File: src/rtl/mult_share_arbiter_if.sv
// Request/response bundle between client requesters and the shared-multiplier arbiter.
// The arbiter sits on the slave side; clients drive the master side.
interface mult_share_arbiter_if #(
    parameter int W    = 32,
    parameter int NREQ = 4,
    parameter int IDW  = 2
);
    logic [NREQ-1:0]   req_valid;
    logic [NREQ-1:0]   req_ready;
    logic [NREQ*W-1:0] req_a;
    logic [NREQ*W-1:0] req_b;
    logic              resp_valid;
    logic              resp_ready;
    logic [IDW-1:0]    resp_id;
    logic [2*W-1:0]    resp_product;

    modport slave (
        input  req_valid, req_a, req_b, resp_ready,
        output req_ready, resp_valid, resp_id, resp_product
    );

    modport master (
        output req_valid, req_a, req_b, resp_ready,
        input  req_ready, resp_valid, resp_id, resp_product
    );
endinterface

File: src/rtl/mult_share_arbiter.sv
// Round-robin front end that time-shares one sequential multiplier among NREQ requesters,
// returning each signed product tagged with the owning requester id.
module mult_share_arbiter #(
    parameter int W       = 32,
    parameter int NREQ    = 4,
    parameter int IDW     = 2,
    parameter int TIMEOUT = 255
) (
    input  logic                 clk,
    input  logic                 rst,
    mult_share_arbiter_if.slave  bus,
    output logic                 mul_start_o,
    output logic [W-1:0]         mul_a_o,
    output logic [W-1:0]         mul_b_o,
    input  logic [2*W-1:0]       mul_product_i,
    input  logic                 mul_done_i,
    output logic                 busy_o,
    output logic                 timeout_err_o
);
    localparam int CW = $clog2(TIMEOUT + 1);

    typedef enum logic [2:0] {S_IDLE, S_ISSUE, S_SETTLE, S_WAIT, S_RESP} state_t;

    state_t          state_q;
    logic [IDW-1:0]  rr_ptr_q, id_q, resp_id_q;
    logic [CW-1:0]   cnt_q;
    logic [W-1:0]    mul_a_q, mul_b_q;
    logic [2*W-1:0]  resp_product_q;
    logic            mul_start_q, resp_valid_q, busy_q, timeout_err_q;

    logic [NREQ-1:0] hi_d, grant_oh_d;
    logic [W-1:0]    sel_a_d, sel_b_d;
    logic [IDW-1:0]  grant_id_d, rr_next_d;
    logic            grant_any_d;

    // Requests at or above the pointer take priority; otherwise wrap to the lowest index.
    assign hi_d        = bus.req_valid & ({NREQ{1'b1}} << rr_ptr_q);
    assign grant_oh_d  = (|hi_d) ? (hi_d & (~hi_d + NREQ'(1)))
                                 : (bus.req_valid & (~bus.req_valid + NREQ'(1)));
    assign grant_any_d = |bus.req_valid;

    // One-hot grant folded into id and operand selects without variable indexing.
    for (genvar i = 0; i < NREQ; i++) begin : g_sel
        logic [W-1:0]   a_cum, b_cum;
        logic [IDW-1:0] id_cum;
        if (i == 0) begin : g_first
            assign a_cum  = {W{grant_oh_d[0]}} & bus.req_a[0 +: W];
            assign b_cum  = {W{grant_oh_d[0]}} & bus.req_b[0 +: W];
            assign id_cum = '0;
        end else begin : g_next
            assign a_cum  = g_sel[i-1].a_cum | ({W{grant_oh_d[i]}} & bus.req_a[i*W +: W]);
            assign b_cum  = g_sel[i-1].b_cum | ({W{grant_oh_d[i]}} & bus.req_b[i*W +: W]);
            assign id_cum = g_sel[i-1].id_cum | (grant_oh_d[i] ? IDW'(i) : '0);
        end
    end

    assign sel_a_d    = g_sel[NREQ-1].a_cum;
    assign sel_b_d    = g_sel[NREQ-1].b_cum;
    assign grant_id_d = g_sel[NREQ-1].id_cum;
    assign rr_next_d  = (grant_id_d == IDW'(NREQ - 1)) ? '0 : grant_id_d + 1'b1;

    always_ff @(posedge clk or posedge rst) begin
        if (rst) begin
            state_q        <= S_IDLE;
            rr_ptr_q       <= '0;
            id_q           <= '0;
            resp_id_q      <= '0;
            cnt_q          <= '0;
            mul_a_q        <= '0;
            mul_b_q        <= '0;
            resp_product_q <= '0;
            mul_start_q    <= 1'b0;
            resp_valid_q   <= 1'b0;
            busy_q         <= 1'b0;
            timeout_err_q  <= 1'b0;
        end else begin
            mul_start_q   <= 1'b0;
            timeout_err_q <= 1'b0;
            case (state_q)
                S_IDLE: begin
                    if (grant_any_d) begin
                        mul_a_q     <= sel_a_d;
                        mul_b_q     <= sel_b_d;
                        id_q        <= grant_id_d;
                        rr_ptr_q    <= rr_next_d;
                        mul_start_q <= 1'b1;
                        busy_q      <= 1'b1;
                        state_q     <= S_ISSUE;
                    end
                end
                S_ISSUE: state_q <= S_SETTLE;
                // done may still be high from the previous job here, so it is not looked at
                S_SETTLE: begin
                    cnt_q   <= '0;
                    state_q <= S_WAIT;
                end
                S_WAIT: begin
                    if (mul_done_i) begin
                        resp_product_q <= mul_product_i;
                        resp_id_q      <= id_q;
                        resp_valid_q   <= 1'b1;
                        state_q        <= S_RESP;
                    end else if (cnt_q == CW'(TIMEOUT)) begin
                        timeout_err_q <= 1'b1;
                        busy_q        <= 1'b0;
                        state_q       <= S_IDLE;
                    end else begin
                        cnt_q <= cnt_q + 1'b1;
                    end
                end
                S_RESP: begin
                    if (bus.resp_ready) begin
                        resp_valid_q <= 1'b0;
                        busy_q       <= 1'b0;
                        state_q      <= S_IDLE;
                    end
                end
                default: begin
                    busy_q  <= 1'b0;
                    state_q <= S_IDLE;
                end
            endcase
        end
    end

    assign bus.req_ready    = (state_q == S_IDLE && !rst) ? grant_oh_d : '0;
    assign bus.resp_valid   = resp_valid_q;
    assign bus.resp_id      = resp_id_q;
    assign bus.resp_product = resp_product_q;
    assign mul_start_o      = mul_start_q;
    assign mul_a_o          = mul_a_q;
    assign mul_b_o          = mul_b_q;
    assign busy_o           = busy_q;
    assign timeout_err_o    = timeout_err_q;
endmodule

File: src/flat_wrapper.sv
// flat-port wrapper written by rule: the top's interface ports become plain ports
module mult_share_arbiter_flat 
#(
    parameter int W       = 32,
    parameter int NREQ    = 4,
    parameter int IDW     = 2,
    parameter int TIMEOUT = 255
)
  (clk, rst, mul_start_o, mul_a_o, mul_b_o, mul_product_i, mul_done_i, busy_o, timeout_err_o, bus_req_valid, bus_req_a, bus_req_b, bus_resp_ready, bus_req_ready, bus_resp_valid, bus_resp_id, bus_resp_product);
  mult_share_arbiter_if #(.W(W), .NREQ(NREQ), .IDW(IDW)) bus_i ();
  input  logic clk;
  input  logic rst;
  output logic mul_start_o;
  output logic [W-1:0] mul_a_o;
  output logic [W-1:0] mul_b_o;
  input  logic [2*W-1:0] mul_product_i;
  input  logic mul_done_i;
  output logic busy_o;
  output logic timeout_err_o;
  input wire logic [$bits(bus_i.req_valid)-1:0] bus_req_valid;
  input wire logic [$bits(bus_i.req_a)-1:0] bus_req_a;
  input wire logic [$bits(bus_i.req_b)-1:0] bus_req_b;
  input wire logic [$bits(bus_i.resp_ready)-1:0] bus_resp_ready;
  output wire logic [$bits(bus_i.req_ready)-1:0] bus_req_ready;
  output wire logic [$bits(bus_i.resp_valid)-1:0] bus_resp_valid;
  output wire logic [$bits(bus_i.resp_id)-1:0] bus_resp_id;
  output wire logic [$bits(bus_i.resp_product)-1:0] bus_resp_product;
  assign bus_i.req_valid = bus_req_valid;
  assign bus_i.req_a = bus_req_a;
  assign bus_i.req_b = bus_req_b;
  assign bus_i.resp_ready = bus_resp_ready;
  assign bus_req_ready = bus_i.req_ready;
  assign bus_resp_valid = bus_i.resp_valid;
  assign bus_resp_id = bus_i.resp_id;
  assign bus_resp_product = bus_i.resp_product;
  mult_share_arbiter #(.W(W), .NREQ(NREQ), .IDW(IDW), .TIMEOUT(TIMEOUT)) u_core (.clk(clk), .rst(rst), .bus(bus_i), .mul_start_o(mul_start_o), .mul_a_o(mul_a_o), .mul_b_o(mul_b_o), .mul_product_i(mul_product_i), .mul_done_i(mul_done_i), .busy_o(busy_o), .timeout_err_o(timeout_err_o));
endmodule
File: config.mk
export PLATFORM = sky130hd
export DESIGN_NAME = mult_share_arbiter_flat
export DESIGN_NICKNAME = d
export VERILOG_FILES = /design/src/rtl/mult_share_arbiter_if.sv /design/src/rtl/mult_share_arbiter.sv /design/src/flat_wrapper.sv
export SDC_FILE = /design/constraint.sdc
export NUM_CORES = 1
export LEC_CHECK = 0
export CAP_MARGIN = 10
export CORE_AREA = 3 3 182 184
export CTS_BUF_LIST = sky130_fd_sc_hd__clkbuf_2 sky130_fd_sc_hd__clkbuf_4 sky130_fd_sc_hd__clkbuf_8
export DETAILED_ROUTE_END_ITERATION = 12
export DIE_AREA = 0 0 185 187
export PLACE_DENSITY = 0.56
export SLEW_MARGIN = 20
export SYNTH_ARGS = -nofsm -noshare
export SYNTH_HDL_FRONTEND = slang
export SYNTH_SLANG_ARGS = --single-unit
File: constraint.sdc
create_clock -name clk -period 8.33 [get_ports clk]
set_clock_uncertainty 0.1 [all_clocks]
set_input_delay 1.2495 -clock clk [delete_from_list [all_inputs] [get_ports clk]]
set_output_delay 1.2495 -clock clk [all_outputs]
set_load 0.01 [all_outputs]
Yosys cells after proc, flatten, opt, wreduce, memory -nomap -nowiden
Cells that the tools add are included.

word-level totals
  register bits = 149
  word-level logic and storage cells = 92

operators by class
  reduce and logical (&&, ||, !) cells = 14
  mux-type cells = 26
  equality and inequality tests = 13
  shifts and indexed selects = 1
  add/subtract/negate cells = 4
  bitwise operators = 22

operators by type and width
  cell                                                                      count
  32-bit bitwise AND                                                        8
  32-bit OR                                                                 6
  8-bit 2-to-1 mux                                                          2
  8-bit one-hot mux with 2 select lines                                     1
  3-bit one-hot mux with 5 select lines                                     1
  4-bit bitwise AND                                                         3
  3-bit 2-to-1 mux                                                          4
  1-bit 2-to-1 mux                                                          11
  3-bit AND reduction                                                       3
  4-bit by 1-bit adder with 4-bit output (second input constant)            2
  8-bit by 1-bit adder with 8-bit output (second input constant)            1
  8-bit == test (second input constant)                                     1
  4-bit 2-to-1 mux                                                          2
  2-bit inequality test (second input constant)                             4
  4-bit inverter                                                            2
  4-bit OR reduction                                                        2
  3-bit by 2-bit == test with 1-bit output (second input constant)          2
  2-bit 2-to-1 mux                                                          3
  5-bit AND reduction                                                       1
  2-bit by 1-bit inequality test with 1-bit output (second input constant)  2
  2-bit OR                                                                  2
  1-bit one-hot mux with 4 select lines                                     1
  2-bit AND reduction                                                       2
  2-bit nonzero test                                                        2
  12 further kinds                                                          12

Logic depth before layout (Yosys ltp)
Gate-level depths: netlist of the first run.

  word-level depth = 11
  mapped depth = 7
  gate-level depth less buffers = 6

Worst setup path before layout of the first run
Ideal clock, no wire load.

  kind = input -> output
  start = input bus_req_valid[2]
  end = output bus_req_ready[0]
  cell stages on the path = 7
  path slack = 4.656 ns
  path buffers = 2
  data arrival time = 2.324 ns
  cell sequence = nor2b_1 nor3_1 o31a_1 buf_2 clkbuf_1 inv_1 nor2_1

on the way
  cells in the longest elaborated chain, start to end = 4

ends and longest elaborated chain
  item                line                       RTL
  start: declaration  flat_wrapper.sv:20         input wire logic [$bits(bus_i.req_valid)-1:0] bus_req_valid;
  4-bit bitwise AND   mult_share_arbiter.sv:37   assign hi_d = bus.req_valid & ({NREQ{1'b1}} << rr_ptr_q);
  4-bit OR reduction  mult_share_arbiter.sv:38   assign grant_oh_d = (|hi_d) ? (hi_d & (~hi_d + NREQ'(1)))
  4-bit 2-to-1 mux    mult_share_arbiter.sv:38
  4-bit 2-to-1 mux    mult_share_arbiter.sv:126  assign bus.req_ready = (state_q == S_IDLE && !rst) ? grant_oh_d : '0;
  end: declaration    flat_wrapper.sv:24         output wire logic [$bits(bus_i.req_ready)-1:0] bus_req_ready;

No other way between the ends.

Worst setup path after layout of the first run
Same ends and word-level chain as after synthesis.

==> run metrics, run 1 <==
CTS tree done; hold path cells 1; clk root buf clkbuf_8; critical path required time 6.98 ns; Syn Nets 951; status completed; area leader, netlist dfrtp_1; max frequency 0.202 GHz; largest net degree at the start of global routing 91; Hold Buf Count CTS 0; Setup crit end bus_req_ready[0]; synth warn 0; die width 185 um; register area share after synthesis 0.540; Starting Density 0.219; clock network power share 0.162; synth unique cells 42; maximum clock path buffer count 2; Seq pwr share 0.329; post-synth top area share 0.540; drt drc 0; Least-Margin Pin Slew 0.929 ns; max_cap viols 0; # IOs 466; critical path fanouts, max 65; Int Pwr 2470 uW; CTS buffer count 17; FF-to-FF Start u_core.state_q[1]; Max-slew headroom 0.381; FF-to-FF path depth 5; pre-CTS WS 3.30 ns; origin of the worst setup path bus_req_valid[2]; Synth Instances 622; grt ovf 0; Reg clk slew, reported paths 0.08 ns; CTS H-tree lvls 4; Peak VDD IR 0.103 mV; core area 31600 um^2; Layout area overhead 77.5%; CP Class in2out; vias in the first global route 6709; antenna violations before repair 0; Hold WC Path Type reg2reg; gpl congestion 0.810; RSZ-0062 raised after global routing false; # setup viols final 0; total number of vias 6797; drt wl/cell 19.4 um; setup TNS 0 ns; PwrDens 317 nW/um^2; WL final 28.6 mm; Pleak 0.00473 uW; die footprint 34600 um^2; Switching Share 0.365; Synth Cell Area 6900 um^2; TritonRoute pass-1 iters 8; port bufs 465; # clock sinks 149; RR Endpoint u_core.mul_b_o[2]; Worst Setup Start Kind primary input; setup repair bufs after CTS 0; Diodes inserted 0; Mean Syn Cell Area 11.1 um^2; synth top area cells dfrtp_1 (54%), a222oi_1 (9.3%), mux2_1 (6.7%); PostCTS Resize Cnt 0; number of synthesized register bits 149; number of synthesized flops with an enable pin 0; top cells by count, synth dfrtp_1 (149), nor2_1 (84), nand2_1 (74), a31oi_1 (66), a222oi_1 (64); Vias per Instance 4.61; Min Clock Period, post-route 4.95 ns; fill count 3110; Final Hold Viols 0; sw power 1410 uW; Crit path arrival time 3.60 ns; logic gate share of total power 0.509; Detail Placement HPWL 21.9 mm; fin nets 1389; first-pass GRT wire length 41.3 mm; Setup crit end kind output pin; Clock Latency Late Sink 0.44 ns; initial DRC count 448; async set-reset flop share out of synthesis 1.00; row count 65; max-slew violations 0; period utilisation layout 0.594; layout cells sized above 1 0.0727; min-delay src u_core.bus.resp_product[28]; Setup WS post-layout 3.38 ns; GRT Overall Usage 0.157; top_reg_cell synth dfrtp_1; die height 187 um; top-count cell post-synth dfrtp_1; Final ANT Viol Nets 0; flop2flop setup slack 5.69 ns
[worst max-delay path, stage by stage]
cell and delay, ns:
clkdlybuf4s50_1 0.52, nor2b_1 0.20, nor3_1 0.14, o31a_2 0.14, buf_4 0.55, inv_1 0.09, nor2_1 0.13, clkdlybuf4s50_1 0.58
[worst min path at each step]
stage and endpoint:
2_1_floorplan u_core.bus.resp_id[1], 3_3_place_gp u_core.bus.resp_product[33], 3_5_place_dp u_core.bus.resp_product[28], 4_1_cts u_core.bus.resp_product[28], 5_1_grt u_core.bus.resp_product[28], 6_report u_core.bus.resp_product[28]
[power by group through the flow]
stage | clock (uW) | sequential [uW] | combinational (uW)
global placement | 0 | 1280 | 2000
finish | 628 | 1280 | 1980
global route | 692 | 1320 | 2130
floorplan | 0 | 1420 | 818
detailed placement | 0 | 1300 | 2010
CTS | 660 | 1280 | 2020
[sequential cells by signal (all words and copies together) (netlist names), 2 cells and up]
name and cells:
u_core.id_q 2, u_core.rr_ptr_q 2, u_core.bus.resp_product 64, u_core.state_q 3, u_core.cnt_q 8, u_core.bus.resp_id 2, u_core.mul_a_o 32, u_core.mul_b_o 32
[cell usage in the layout, fill, tap and decap left out, types with 2 or more instances in the layout]
cell type / netlist / final
nand4_1: 2 / 2
clkinv_4: 0 / 4
dfrtp_1: 149 / 149
clkbuf_8: 0 / 19
nor3b_1: 2 / 2
nor2_1: 84 / 84
o21ai_0: 4 / 4
nor3_1: 4 / 4
clkinvlp_4: 0 / 2
xnor2_1: 3 / 3
inv_1: 5 / 4
mux2_1: 41 / 41
clkdlybuf4s50_1: 0 / 465
inv_2: 2 / 2
and3_1: 3 / 2
mux2_2: 27 / 27
a222oi_1: 64 / 64
a31oi_1: 66 / 66
buf_4: 2 / 7
nand3_1: 3 / 3
a21oi_1: 5 / 5
bufinv_16: 0 / 3
mux2i_1: 3 / 3
and4_1: 3 / 3
nand2_1: 74 / 73
inv_6: 0 / 3
xor2_1: 3 / 3
o21ai_1: 5 / 5
[stage by stage]
step           cells  power [uW]  utilization  area [um^2]  hold slack [ns]
2_1_floorplan    622        2240            -         6900            0.358
3_3_place_gp    1443        3280        0.374        11800            0.372
5_1_grt         1475        4150        0.388        12200            0.409
3_5_place_dp    1443        3310        0.374        11800            0.380
6_report        1475        3880        0.388        12200            0.393
4_1_cts         1475        3960        0.388        12200            0.400
[per-layer routing]
layer | GRT usage | part of all wire | vias to the layer above
li1 | - | - | 3244
met1 | 0.185 | 0.39 | 3184
met2 | 0.276 | 0.50 | 356
met3 | 0.0515 | 0.093 | 13
met4 | 0.0355 | 0.011 | 0
met5 | 0 | 0 | -
[area by class of cell]
cell class,count,area [um^2],share of cell area
Inverter,7,31.3,0.00255
Tap cell,402,503,0.0411
Timing Repair Buffer,472,4710,0.384
Clock inverter,12,169,0.0138
Sequential cell,149,3730,0.304
Clock buffer,20,269,0.0220
Multi-Input combinational cell,413,2840,0.232
[cell families after synthesis]
kind of cell / count (synthesis) / synth area share
AO/OA/AOI/OAI: 153 / 0.175
adder cells (fa/ha/maj): 1 / 0.00181
multiplexers: 72 / 0.117
XOR/XNOR: 6 / 0.00762
AND/OR/NAND/NOR: 181 / 0.108
flip-flops: 149 / 0.540
buffers and inverters: 60 / 0.0495
Power figures use the tool's default switching activity.
==> inputs of run 2 (changes only) <==
- clock period: 8.33 -> 4.9 ns (I/O delays scaled with it)
==> run metrics, run 2 (same netlist as run 1, synthesis figures left out) <==
slowest CP cell clkdlybuf4s50_1; die height 187 um; most frequent cells in the layout clkdlybuf4s50_1 (465), dfrtp_1 (149), nor2_1 (84), nand2_1 (73), a31oi_1 (66); Detail Placement HPWL 22.1 mm; Least-Margin Pin Slew 0.963 ns; Diodes inserted 0; CP Class in2out; drt drc 0; Hold Buf Count CTS 0; Layout area overhead 78.0%; Max-slew headroom 0.356; vias in the first global route 6992; # setup viols final 0; Worst Setup Start Kind primary input; first-pass GRT wire length 41.8 mm; RSZ-0062 raised after global routing false; critical path fanouts, max 7; row count 65; largest net degree at the start of global routing 78; final hold slack 0.395 ns; core area 31600 um^2; max FFs per register 64; gpl congestion 0.801; Pleak 0.00476 uW; Clock Latency Late Sink 0.45 ns; critical path required time 4.07 ns; setup repair bufs after CTS 0; Final Hold Viols 0; crit path cell chain clkdlybuf4s50_1 > nor2b_1 > nor3_1 > o31a_2 > inv_1 > nor2_1 > clkdlybuf4s50_1; fin nets 1394; Peak VDD IR 0.200 mV; hold endpoint u_core.bus.resp_product[8]; status completed; antenna violations before repair 0; CTS H-tree lvls 4; RR Endpoint u_core.bus.resp_product[9]; PwrDens 534 nW/um^2; GRT Overall Usage 0.158; Hold WC Path Type reg2reg; layout cells sized above 1 0.0770; max_cap viols 0; port bufs 465; # IOs 466; die width 185 um; Reg clk slew, reported paths 0.08 ns; grt ovf 0; # clock sinks 149; setup TNS 0 ns; min-delay src u_core.bus.resp_product[8]; Largest stage delay, worst path 0.62 ns; total number of vias 6789; Vias per Instance 4.59; flop2flop setup slack 2.31 ns; max-slew violations 0; WL final 28.5 mm; Starting Density 0.219; met1 Usage GRT 0.187; Min Clock Period, post-route 3.38 ns; CTS buffer count 17; most common cell after layout, fill and taps aside clkdlybuf4s50_1; PostCTS Resize Cnt 0; CTS tree done; most frequent CP cell clkdlybuf4s50_1; drt wl/cell 19.3 um; Setup crit end kind output pin; period utilisation layout 0.689; GR Util met3 0.0428; maximum clock path buffer count 2; met2 usage 0.276; Crit path arrival time 2.54 ns; FF-to-FF Start u_core.state_q[0]; Final ANT Viol Nets 0; hold path cells 1; grt peak-use layer met2; FF-to-FF path depth 5; initial DRC count 411; TritonRoute pass-1 iters 6; clk root buf clkbuf_8; fill count 3141; max frequency 0.296 GHz; die footprint 34600 um^2
[run 2: layer usage]
layer / wire length [um] / up-vias / share of wire
met2: 14100 / 329 / 0.49
met4: 540 / 0 / 0.019
li1: - / 3253 / -
met1: 11400 / 3187 / 0.40
met3: 2480 / 20 / 0.087
met5: 0 / - / 0
[run 2: through the flow]
| stage | worst slack [ns] | cell area (um^2) | std cells | util | power (uW) |
|---|---|---|---|---|---|
| floorplan | 0.0570 | 6900 | 622 | - | 3810 |
| global placement | 1.57 | 11900 | 1448 | 0.376 | 5590 |
| detailed placement | 1.53 | 11900 | 1448 | 0.376 | 5630 |
| CTS | 1.52 | 12300 | 1480 | 0.389 | 6690 |
| global route | 1.39 | 12300 | 1480 | 0.389 | 7030 |
| finish | 1.52 | 12300 | 1480 | 0.389 | 6560 |
[run 2: critical path: cells and delay by family]
kind,cells,cell delay [ns]
buf+inv,3,1.19
simple gates,3,0.32
compound gates,1,0.30
[run 2: layout make-up]
class / count / area (um^2) / area share
repair buffers: 477 / 4760 / 0.387
flip-flops and latches: 149 / 3730 / 0.304
multi-input cells: 413 / 2840 / 0.231
well taps: 402 / 503 / 0.0409
clock buffers: 21 / 283 / 0.0230
clock inverters: 11 / 140 / 0.0114
inverters: 7 / 31.3 / 0.00255
[run 2: worst max path at each step]
stage | from | slack (ns) | endpoint | cells after the start
2_1_floorplan | rst | 0.06 | u_core.bus.resp_id[0] | 1
3_3_place_gp | bus_req_valid[2] | 1.57 | bus_req_ready[0] | 7
3_5_place_dp | bus_req_valid[2] | 1.53 | bus_req_ready[0] | 7
4_1_cts | bus_req_valid[2] | 1.52 | bus_req_ready[0] | 7
5_1_grt | bus_req_valid[2] | 1.39 | bus_req_ready[0] | 7
6_report | bus_req_valid[2] | 1.52 | bus_req_ready[0] | 7
[run 2: power by group]
part / internal, uW / switching [uW]
sequential: 1830 / 335
combinational: 1830 / 1530
clock: 512 / 518
total: 4180 / 2390
